### src/rtl/reval_stream_host_pkg.sv
// Shared types and constants for the stream-side evaluator host.
// State encoding, stream word width and the word-count helper.
package reval_stream_host_pkg;

  localparam int WORD_W = 8;

  typedef enum logic [2:0] {
    ST_IDLE,
    ST_LOAD,
    ST_START,
    ST_WAIT,
    ST_UNLOAD
  } state_t;

  function automatic int num_words(input int cells, input int w);
    return (cells + w - 1) / w;
  endfunction

endpackage

### src/rtl/reval_stream_host_cell_word_mux.sv
// Selects word sel of a cell vector; cells beyond NUM_CELLS read as 0.
// Purely combinational, no backpressure.
module reval_stream_host_cell_word_mux #(
  parameter int NUM_CELLS = 25,
  parameter int WORD_W    = 8,
  parameter int IDX_W     = 2
) (
  input  logic [NUM_CELLS-1:0] cells,
  input  logic [IDX_W-1:0]     sel,
  output logic [WORD_W-1:0]    word
);

  localparam int NUM_WORDS = reval_stream_host_pkg::num_words(NUM_CELLS, WORD_W);
  localparam int PAD_W     = NUM_WORDS * WORD_W;

  logic [PAD_W-1:0] padded;

  assign padded = PAD_W'(cells);

  always_comb begin
    word = '0;
    for (int k = 0; k < NUM_WORDS; k++) begin
      if (sel == IDX_W'(k)) word = padded[k*WORD_W +: WORD_W];
    end
  end

endmodule

### src/rtl/reval_stream_host.sv
// Stream host for the cell-board evaluator: words in -> board -> start/done -> words out.
// Latency: last input word t -> eval_start t+1; eval_done d -> first output word d+1.
// Backpressure: in_ready only in IDLE/LOAD; out_data held while out_ready low.
// Optional REVAL_ITERATE_EN: gen_count port, runs several generations per frame.
module reval_stream_host
  import reval_stream_host_pkg::*;
#(
  parameter int NUM_CELLS = 25
) (
  input  logic                 clk,
  input  logic                 rst,
  input  logic                 in_valid,
  output logic                 in_ready,
  input  logic [WORD_W-1:0]    in_data,
  output logic                 out_valid,
  input  logic                 out_ready,
  output logic [WORD_W-1:0]    out_data,
  output logic                 eval_start,
  input  logic                 eval_done,
  output logic [NUM_CELLS-1:0] eval_data_in,
  input  logic [NUM_CELLS-1:0] eval_data_out,
`ifdef REVAL_ITERATE_EN
  input  logic [7:0]           gen_count,
`endif
  output logic                 busy
);

  localparam int NUM_WORDS = num_words(NUM_CELLS, WORD_W);
  localparam int IDX_W     = (NUM_WORDS > 1) ? $clog2(NUM_WORDS) : 1;
  localparam int PAD_W     = NUM_WORDS * WORD_W;
  localparam logic [IDX_W-1:0] LAST_IDX = IDX_W'(NUM_WORDS - 1);

  state_t               state;
  logic [NUM_CELLS-1:0] board;
  logic [IDX_W-1:0]     in_cnt;
  logic [IDX_W-1:0]     out_cnt;
  logic [WORD_W-1:0]    lane_mask;
  logic [WORD_W-1:0]    out_word;
  logic [PAD_W-1:0]     wr_vec;
  logic [NUM_CELLS-1:0] board_wr;
`ifdef REVAL_ITERATE_EN
  logic [7:0]           remaining;
`endif

  // Lane mask marks which bits of the current input word map onto real cells.
  reval_stream_host_cell_word_mux #(
    .NUM_CELLS(NUM_CELLS),
    .WORD_W   (WORD_W),
    .IDX_W    (IDX_W)
  ) u_lane_mask (
    .cells({NUM_CELLS{1'b1}}),
    .sel  (in_cnt),
    .word (lane_mask)
  );

  reval_stream_host_cell_word_mux #(
    .NUM_CELLS(NUM_CELLS),
    .WORD_W   (WORD_W),
    .IDX_W    (IDX_W)
  ) u_out_mux (
    .cells(board),
    .sel  (out_cnt),
    .word (out_word)
  );

  always_comb begin
    wr_vec = PAD_W'(board);
    for (int k = 0; k < NUM_WORDS; k++) begin
      if (in_cnt == IDX_W'(k)) wr_vec[k*WORD_W +: WORD_W] = in_data & lane_mask;
    end
  end

  assign board_wr = wr_vec[NUM_CELLS-1:0];

  generate
    if (PAD_W > NUM_CELLS) begin : g_pad
      logic unused_pad;
      assign unused_pad = ^wr_vec[PAD_W-1:NUM_CELLS];
    end
  endgenerate

  assign eval_data_in = board;
  assign out_data     = out_valid ? out_word : '0;

  always_ff @(posedge clk) begin
    if (rst) begin
      state      <= ST_IDLE;
      board      <= '0;
      in_cnt     <= '0;
      out_cnt    <= '0;
      in_ready   <= 1'b0;
      out_valid  <= 1'b0;
      eval_start <= 1'b0;
      busy       <= 1'b0;
`ifdef REVAL_ITERATE_EN
      remaining  <= '0;
`endif
    end else begin
      eval_start <= 1'b0;
      case (state)
        ST_IDLE, ST_LOAD: begin
          in_ready <= 1'b1;
          if (in_valid && in_ready) begin
            board <= board_wr;
            busy  <= 1'b1;
`ifdef REVAL_ITERATE_EN
            if (state == ST_IDLE) remaining <= (gen_count == 8'd0) ? 8'd1 : gen_count;
`endif
            if (in_cnt == LAST_IDX) begin
              in_cnt     <= '0;
              in_ready   <= 1'b0;
              eval_start <= 1'b1;
              state      <= ST_START;
            end else begin
              in_cnt <= in_cnt + 1'b1;
              state  <= ST_LOAD;
            end
          end
        end
        ST_START: state <= ST_WAIT;
        ST_WAIT: begin
          if (eval_done) begin
            board   <= eval_data_out;
            out_cnt <= '0;
`ifdef REVAL_ITERATE_EN
            // Feed the result straight back for the next generation.
            if (remaining > 8'd1) begin
              remaining  <= remaining - 8'd1;
              eval_start <= 1'b1;
              state      <= ST_START;
            end else begin
              out_valid <= 1'b1;
              state     <= ST_UNLOAD;
            end
`else
            out_valid <= 1'b1;
            state     <= ST_UNLOAD;
`endif
          end
        end
        ST_UNLOAD: begin
          if (out_ready) begin
            if (out_cnt == LAST_IDX) begin
              out_cnt   <= '0;
              out_valid <= 1'b0;
              busy      <= 1'b0;
              in_ready  <= 1'b1;
              state     <= ST_IDLE;
            end else begin
              out_cnt <= out_cnt + 1'b1;
            end
          end
        end
        default: state <= ST_IDLE;
      endcase
    end
  end

endmodule
### config.mk
export PLATFORM = sky130hd
export DESIGN_NAME = reval_stream_host
export DESIGN_NICKNAME = d
export VERILOG_FILES = /design/src/rtl/reval_stream_host_pkg.sv /design/src/rtl/reval_stream_host_cell_word_mux.sv /design/src/rtl/reval_stream_host.sv
export SDC_FILE = /design/constraint.sdc
export NUM_CORES = 1
export LEC_CHECK = 0
export ABC_AREA = 1
export CAP_MARGIN = 0
export CORE_MARGIN = 4
export CORE_UTILIZATION = 35
export DETAILED_ROUTE_END_ITERATION = 6
export PLACE_DENSITY_LB_ADDON = 0.05
export SYNTH_ARGS = -nofsm -noshare
export SYNTH_HDL_FRONTEND = slang
export SYNTH_SLANG_ARGS = --single-unit
### constraint.sdc
create_clock -name clk -period 1.8 [get_ports clk]
set_input_delay 0.27 -clock clk [delete_from_list [all_inputs] [get_ports clk]]
set_output_delay 0.27 -clock clk [all_outputs]
set_load 0.02 [all_outputs]
==> summary.md, run 1 <==
| Metric | Value |
|---|---|
| Status | finished clean |
| Largest cells by area after synthesis | dfxtp_1 32%, nand2_1 23%, nor2_1 11% |
| Met2 Usage GRT | 0.233 |
| Net count after synthesis | 427 |
| PortBufs | 74 |
| Final RePlAce weighted congestion | 0.831 |
| Final net count | 517 |
| Die Ht | 88.7 um |
| CTS tree | done |
| Syn_area_per_cell | 5.98 um^2 |
| Area share of the largest cell type after synthesis | 0.316 |
| WHS | 0.468 ns |
| Num ports | 75 |
| Core box area | 6350 um^2 |
| Crit path max-delay family | buffers and inverters |
| TNS Setup | 0 ns |
| Worst endpoint required time | 1.53 ns |
| DRC | 0 |
| Synth Area in XOR/XNOR | 0 |
| Initial Utilization | 0.359 |
| Synth cell types | 24 |
| Critical path cell sequence | inv_4 > ha_4 > inv_2 > buf_6 > nand3_2 > a31oi_1 > buf_4 |
| Crit path launch type | flop |
| CP max stage delay | 0.40 ns |
| CTS Buffer Depth | 2 |
| Sequential element share of the synthesized area | 0.316 |
| Finished Layout Cells | 549 |
| H-tree Lvls | 2 |
| Num CTS Buffers | 5 |
| Largest family of logic cells by synthesized area | simple AND/OR/NAND/NOR gates |
| Tightest Hold Check Type | reg -> reg |
| Initial antenna violation count | 0 |
| Final Slew Violations | 0 |
| CP Capture Type | output pin |
| Cells after Synth | 381 |
| Fin Clk Skew | 0.00128 ns |
| Simple-gate share of the synthesized area | 0.434 |
| Max VDD drop | 0.519 mV |
| Complex-gate fraction of the synthesized area | 0.0736 |
| Final core utilization | 0.551 |
| Setup violators final | 0 |
| Vias in the first global route | 2188 |
| Clock Latency Late Sink | 0.28 ns |
| Slew @ Worst Pin | 0.442 ns |
| ANT nets after route | 0 |
| Most instantiated library cell after synthesis | nand2_1 |
| Worst slack at placement | -0.229 ns |
| Site Rows | 29 |
| Leakage | 1.63 nW |
| Crit path time final | 1.76 ns |
| Maximum clock rate | 0.569 GHz |
| Post-synth ARST share | 0 |
| Vias/cell | 4.39 |
| Die Area | 7860 um^2 |
| Power Dens Cells | 853 nW/um^2 |
| CP arrival | 1.49 ns |
| Synth Area in Adders | 0.0440 |
| Final Cell Area | 3500 um^2 |
| Period utilisation layout | 0.977 |
| Chip width | 88.7 um |
| Vias after detailed routing | 2412 |
| Most utilized layer in the global route result | met1 |
| #FFs+latches synth | 36 |
| Ys Warns | 0 |
| Final WS setup | 0.0416 ns |
| Layout cells sized above 1 | 0.150 |
| Global-route wire length before repair | 10400 um |
| Mux cell area share after synthesis | 0 |
| Clock Tree Root | clkbuf_8 |
| Largest net degree at the start of global routing | 31 |
| Synthesized area | 2280 um^2 |
| CP Buf/Inv Count | 4 |
| Yosys top cell by area | dfxtp_1 |
| Area delta synth->final | 53.5% |
| Post-synth EDFFs | 0 |
| Slowest cell on the critical path | dfxtp_4 |
| Top_reg_cell synth | dfxtp_1 |
| Detailed Route WL | 6540 um |
| Grt total ovfl | 0 |
| MaxCap Viol Count | 0 |
| Global Route Usage Sum | 0.167 |
| Cells after DPL | 539 |
| TritonRoute pass-1 iters | 4 |
| DRT iter0 DRCs | 135 |
| Placed Area | 3240 um^2 |
| Kind of critical path | reg -> out |
| CP max FO | 7 |
| Diode count | 0 |
| Total Power | 2.98 mW |
| Met1 usage | 0.256 |
| RSZ-0062 raised after global routing | true |
| Met3 Usage GRT | 0.0335 |
| Rel. slew slack | 0.705 |
| Clk sink count | 36 |
| Worst-path clk slew | 0.07 ns |
| Post-DP HPWL | 5090 um |
| Wirelength per Cell | 11.9 um |
| Final count of hold timing violations | 0 |
| Post-synth top cells | 141 x nand2_1, 66 x nor2_1, 54 x inv_1 |
-- cell usage in the layout (no fill, tap or decap), types with 2 or more instances in the layout --
master	synthesis	routed
a21oi_1	9	8
a21oi_2	1	2
a31oi_1	7	6
buf_12	0	6
buf_4	4	19
buf_6	3	5
clkbuf_8	0	5
clkdlybuf4s50_1	0	66
clkinv_2	0	2
dfxtp_1	36	34
dfxtp_4	0	2
ha_1	8	4
ha_4	0	4
inv_1	54	50
inv_2	1	2
inv_4	0	3
nand2_1	141	140
nand2_2	1	2
nand2_4	2	2
nand3_1	18	15
nand3_2	1	3
nor2_1	66	66
nor2_4	4	4
o21ai_0	14	6
o21ai_1	0	4
o21ai_2	0	4
-- final timing paths --
| check | start | endpoint | slack, ns | cells after the start |
|---|---|---|---|---|
| max | out_cnt[1] | out_data[5] | 0.04 | 7 |
| min | busy | busy | 0.47 | 2 |
| max reg2reg | state[1] | eval_data_in[3] | 0.25 | 9 |
| min reg2reg | busy | busy | 0.47 | 2 |
-- worst register-to-register path: stages (launching register included) --
cell and delay (ns):
dfxtp_1 0.55, nand2_2 0.15, nor2_8 0.12, buf_4 0.26
nand2_1 0.09, nand2_1 0.08, inv_1 0.05, nand2_1 0.06
nand2_1 0.06, nor2_1 0.08
-- metal layers --
layer / up-vias / wire [um]
met4: 0 / 68
met2: 64 / 2690
met3: 6 / 402
met5: - / 0
met1: 1016 / 3380
li1: 1326 / -
-- power breakdown --
part / switching, mW / internal [mW]
logic: 0.703 / 0.620
registers: 0.159 / 0.938
clock network: 0.295 / 0.270
total: 1.16 / 1.83
-- registers in the layout, indices dropped and copies added (netlist names) --
name	flops
busy	1
eval_data_in	25
eval_start	1
in_cnt	2
in_ready	1
out_cnt	2
out_valid	1
state	3
-- cell families after synthesis --
group,count (synthesis)
AOI/OAI and AO/OA,31
adders and majority gates,8
buffers and inverters,69
DFF,36
and+or+nand+nor,237
-- layout make-up --
class,count,area (um^2)
Clock buffer,5,68.8
Clock inverter,3,18.8
Fill cell,641,2850
Inverter,55,214
Multi-Input combinational cell,276,1370
Sequential cell,36,728
Tap cell,77,96.3
Timing Repair Buffer,97,1000
-- repair_timing --
action,in CTS,in global routing
gates cloned,0,1
setup buffers,1,0
hold buffers,0,0
pin swaps,2,12
endpoints found under the setup margin,8,8
gates resized for setup,54,37
No activity file was read; power rests on OpenSTA's default activity.
==> inputs of run 2 (changes only) <==
--- a/config.mk
+++ b/config.mk
@@ -7,10 +7,14 @@
 export LEC_CHECK = 0
 export ABC_AREA = 1
 export CAP_MARGIN = 0
+export CELL_PAD_IN_SITES_DETAIL_PLACEMENT = 0
+export CELL_PAD_IN_SITES_GLOBAL_PLACEMENT = 1
 export CORE_MARGIN = 4
-export CORE_UTILIZATION = 35
+export CORE_UTILIZATION = 31
 export DETAILED_ROUTE_END_ITERATION = 6
 export PLACE_DENSITY_LB_ADDON = 0.05
 export SYNTH_ARGS = -nofsm -noshare
 export SYNTH_HDL_FRONTEND = slang
+export SYNTH_HIERARCHICAL = 1
 export SYNTH_SLANG_ARGS = --single-unit
+export TNS_END_PERCENT = 30
==> run 2 against run 1 <==
  * Clock power grew 8.3%
  * Global-route usage shrank 1.1 points
  * Clock skew grew 0.0038 ns
  * Total power grew 6.2%
  * Maximum frequency grew 6.0%
  * Critical path depth shrank 5
  * First-iteration DRC count shrank 27%
  * Combinational power grew 11%
  * Worst setup slack gained 0.099 ns
  * Non-clock buffer count shrank 6
  * Die area grew 20%
  * Largest cell class unchanged
==> summary.md, run 2 <==
| Metric | Value |
|---|---|
| Crit path time final | 1.66 ns (-0.0990 ns) |
| P_int | 1.91 mW (+4.3%) |
| Final count of hold timing violations | 0 (unchanged) |
| Synth Area in XOR/XNOR | 0 (unchanged) |
| Period utilisation layout | 0.922 (-0.0550) |
| Clock group share of total power | 0.193 (+0.004) |
| Final WS setup | 0.141 ns (+0.0990 ns) |
| Global Route Usage Sum | 0.156 (-0.0114) |
| Commonest cells after routing, fill and taps aside | 202 x nand2_1, 66 x clkdlybuf4s50_1, 64 x nor2_1, 54 x inv_1, 30 x dfxtp_1 |
| Kind of critical path | reg -> out |
| Vias/cell | 4.12 (-6.1%) |
| Worst-path clk slew | 0.08 ns (about the same) |
| #FFs+latches synth | 36 (unchanged) |
| TritonRoute pass-1 iters | 4 (unchanged) |
| Initial antenna violation count | 0 (unchanged) |
| DRT iter0 DRCs | 99 (-27%) |
| Largest register FFs | 25 (unchanged) |
| Post-DP HPWL | 5840 um (+15%) |
| ANT nets after route | 0 (unchanged) |
| Switching power | 1.26 mW (+9.2%) |
| Worst setup path end | eval_data_in[20] |
| Slew @ Worst Pin | 0.579 ns (+0.137 ns) |
| Worst endpoint required time | 1.53 ns (about the same) |
| Layout cells sized above 1 | 0.112 (-0.0381) |
| Crit path launch type | flop |
| Clock Tree Root | clkbuf_8 |
| RSZ-0062 raised after global routing | false |
| TNS Setup | 0 ns (unchanged) |
| Sequential element share of the synthesized area | 0.293 (-0.0239) |
| FF-to-FF path depth | 7 (-2) |
| DRC | 0 (unchanged) |
| Crit path max-delay family | buffers and inverters |
| CTS tree | done |
| Total Power | 3.17 mW (+6.2%) |
| CP arrival | 1.39 ns (-0.10 ns) |
| Largest family of logic cells by synthesized area | simple AND/OR/NAND/NOR gates |
| Final RePlAce weighted congestion | 0.812 (-2.4%) |
| Largest net degree at the start of global routing | 23 (-26%) |
| PortBufs | 74 (unchanged) |
| Post-CTS Setup Inserts | 0 (-1) |
| Setup crit start | eval_data_in[20] |
| Final net count | 594 (+15%) |
| Slowest cell on the critical path | clkdlybuf4s50_1 |
| Vias after detailed routing | 2697 (+12%) |
| Post-synth EDFFs | 0 (unchanged) |
| Complex-gate fraction of the synthesized area | 0.0279 (-0.0457) |
| Largest cells by area after synthesis | nand2_1 31%, dfxtp_1 29%, nor2_1 9.8% |
| CP max stage delay | 0.62 ns (+0.22 ns) |
| Hold-fix buffers at CTS | 0 (unchanged) |
| Wirelength per Cell | 11.3 um (-5.3%) |
| Detailed Route WL | 7380 um (+13%) |
| Chip width | 97.1 um (+9.6%) |
| Placed Area | 3500 um^2 (+7.9%) |
| Most instantiated library cell after synthesis | nand2_1 |
| Clock Latency Late Sink | 0.28 ns (about the same) |
| Area share of the largest cell type after synthesis | 0.308 (-0.00871) |
| Clk sink count | 36 (unchanged) |
| CP Capture Type | output pin |
| Critical path cell sequence | buf_4 > clkdlybuf4s50_1 |
| Num CTS Buffers | 5 (unchanged) |
| Crit. path cell count | 2 (-5) |
| Reg2Reg Launch Point | out_cnt[0] |
| Power Dens Cells | 887 nW/um^2 (+4.0%) |
| Final Cell Area | 3570 um^2 (+2.2%) |
| CP max FO | 2 (-5) |
| Sw frac | 0.399 (+0.0110) |
| H-tree Lvls | 2 (unchanged) |
| Core box area | 7730 um^2 (+22%) |
| Final Slew Violations | 0 (unchanged) |
| Max VDD drop | 0.385 mV (-26%) |
| Post-synth top cells | 202 x nand2_1, 64 x nor2_1, 54 x inv_1 |
| Grt total ovfl | 0 (unchanged) |
| Initial Utilization | 0.319 (-0.0398) |
| Die Area | 9440 um^2 (+20%) |
| Commonest non-fill, non-tap cell in the layout | nand2_1 |
| Synthesized area | 2460 um^2 (+8.2%) |
| Leakage | 1.85 nW (+13%) |
| Reg power frac | 0.347 (-0.021) |
| MaxCap Viol Count | 0 (unchanged) |
| Fin Clk Skew | 0.00505 ns (+0.00377 ns) |
| Rel. slew slack | 0.611 (-0.0938) |
| Setup violators final | 0 (unchanged) |
| Mux cell area share after synthesis | 0 (unchanged) |
| Area delta synth->final | 45.0% |
| Maximum clock rate | 0.603 GHz (+6.0%) |
| Vias in the first global route | 2383 (+8.9%) |
| Ys Warns | 6 (+6) |
| Synth Area in Adders | 0.0254 (-0.0186) |
| Global-route wire length before repair | 12000 um (+15%) |
| Num ports | 75 (unchanged) |
| Simple-gate share of the synthesized area | 0.525 (+0.0906) |
| Cells after Synth | 440 (+15%) |
| Diode count | 0 (unchanged) |
| Gate power share | 0.461 (+0.018) |
| Status | finished clean |
| CTS Buffer Depth | 2 (unchanged) |
| Tightest Hold Check Type | reg -> reg |
| Site Rows | 32 (+10%) |
| CP Buf/Inv Count | 2 (-2) |
| Yosys top cell by area | nand2_1 |
| Die Ht | 97.1 um (+9.6%) |
| Top_reg_cell synth | dfxtp_1 |
| Worst r2r dst | in_ready |
| Post-synth ARST share | 0 (unchanged) |
| Synth cell types | 24 (unchanged) |
| Syn_area_per_cell | 5.60 um^2 (-6.3%) |
| Worst slack at placement | -0.0658 ns (+0.163 ns) |
| FF-to-FF setup slack | 0.18 ns (-0.07 ns) |
## run 2: final cells by class
class                           instances  area (um^2)
Multi-Input combinational cell        354         1530
Fill cell                             828         4160
Timing Repair Buffer                   91          857
Tap cell                              102          128
Clock buffer                            8         90.1
Inverter                               63          236
Sequential cell                        36          728
## run 2: power groups by stage
| stage | clock [mW] | sequential, mW | combinational [mW] |
|---|---|---|---|
| after CTS | 0.632 | 1.10 | 1.48 |
| final | 0.611 | 1.10 | 1.46 |
| after detailed placement | 0 | 1.12 | 1.47 |
| after floorplan | 0 | 1.21 | 0.785 |
| after global placement | 0 | 1.12 | 1.47 |
| after global routing | 0.660 | 1.13 | 1.65 |
## run 2: repair_timing
item                                    4_1_cts  5_1_grt
endpoints found under the hold margin         0        0
gates resized for setup                      29       13
endpoints found under the setup margin        9       29
## run 2: per-layer routing
layer	vias to the layer above	wire, um	GRT usage
li1	1498	-	-
met1	1134	3930	0.229
met2	61	3000	0.230
met3	4	394	0.0316
met4	0	51	0.0389
met5	-	0	0
## run 2: per-stage QoR
| step | instances | hold slack, ns | utilization |
|---|---|---|---|
| 6_report | 654 | 0.458 | 0.462 |
| 3_3_place_gp | 646 | 0.448 | 0.452 |
| 3_5_place_dp | 646 | 0.455 | 0.452 |
| 4_1_cts | 654 | 0.467 | 0.467 |
| 2_1_floorplan | 464 | 0.339 | - |
| 5_1_grt | 654 | 0.489 | 0.462 |
## run 2: logic make-up (layout without fill, tap and decap cells)
logic type,count (synthesis),count (layout)
other,1,25
flip-flops,36,36
buffers and inverters,74,162
adder cells (fa/ha/maj),5,5
AO/OA/AOI/OAI,13,13
AND/OR/NAND/NOR,311,311
## run 2: worst register-to-register path, cell delays in order (launching register included)
cell and delay, ns:
dfxtp_2 0.38, buf_4 0.15, ha_1 0.20, inv_1 0.05, o21ai_1 0.48, nand3_1 0.14
nand2_1 0.09, nor2_1 0.04
## run 2: how the worst min path moves through the flow
stage          startpoint    to  slack [ns]  cells after the start
6_report             busy  busy        0.46                      2
5_1_grt              busy  busy        0.49                      2
4_1_cts              busy  busy        0.47                      2
3_5_place_dp         busy  busy        0.45                      2
3_3_place_gp         busy  busy        0.45                      2
2_1_floorplan         rst  busy        0.34                      1
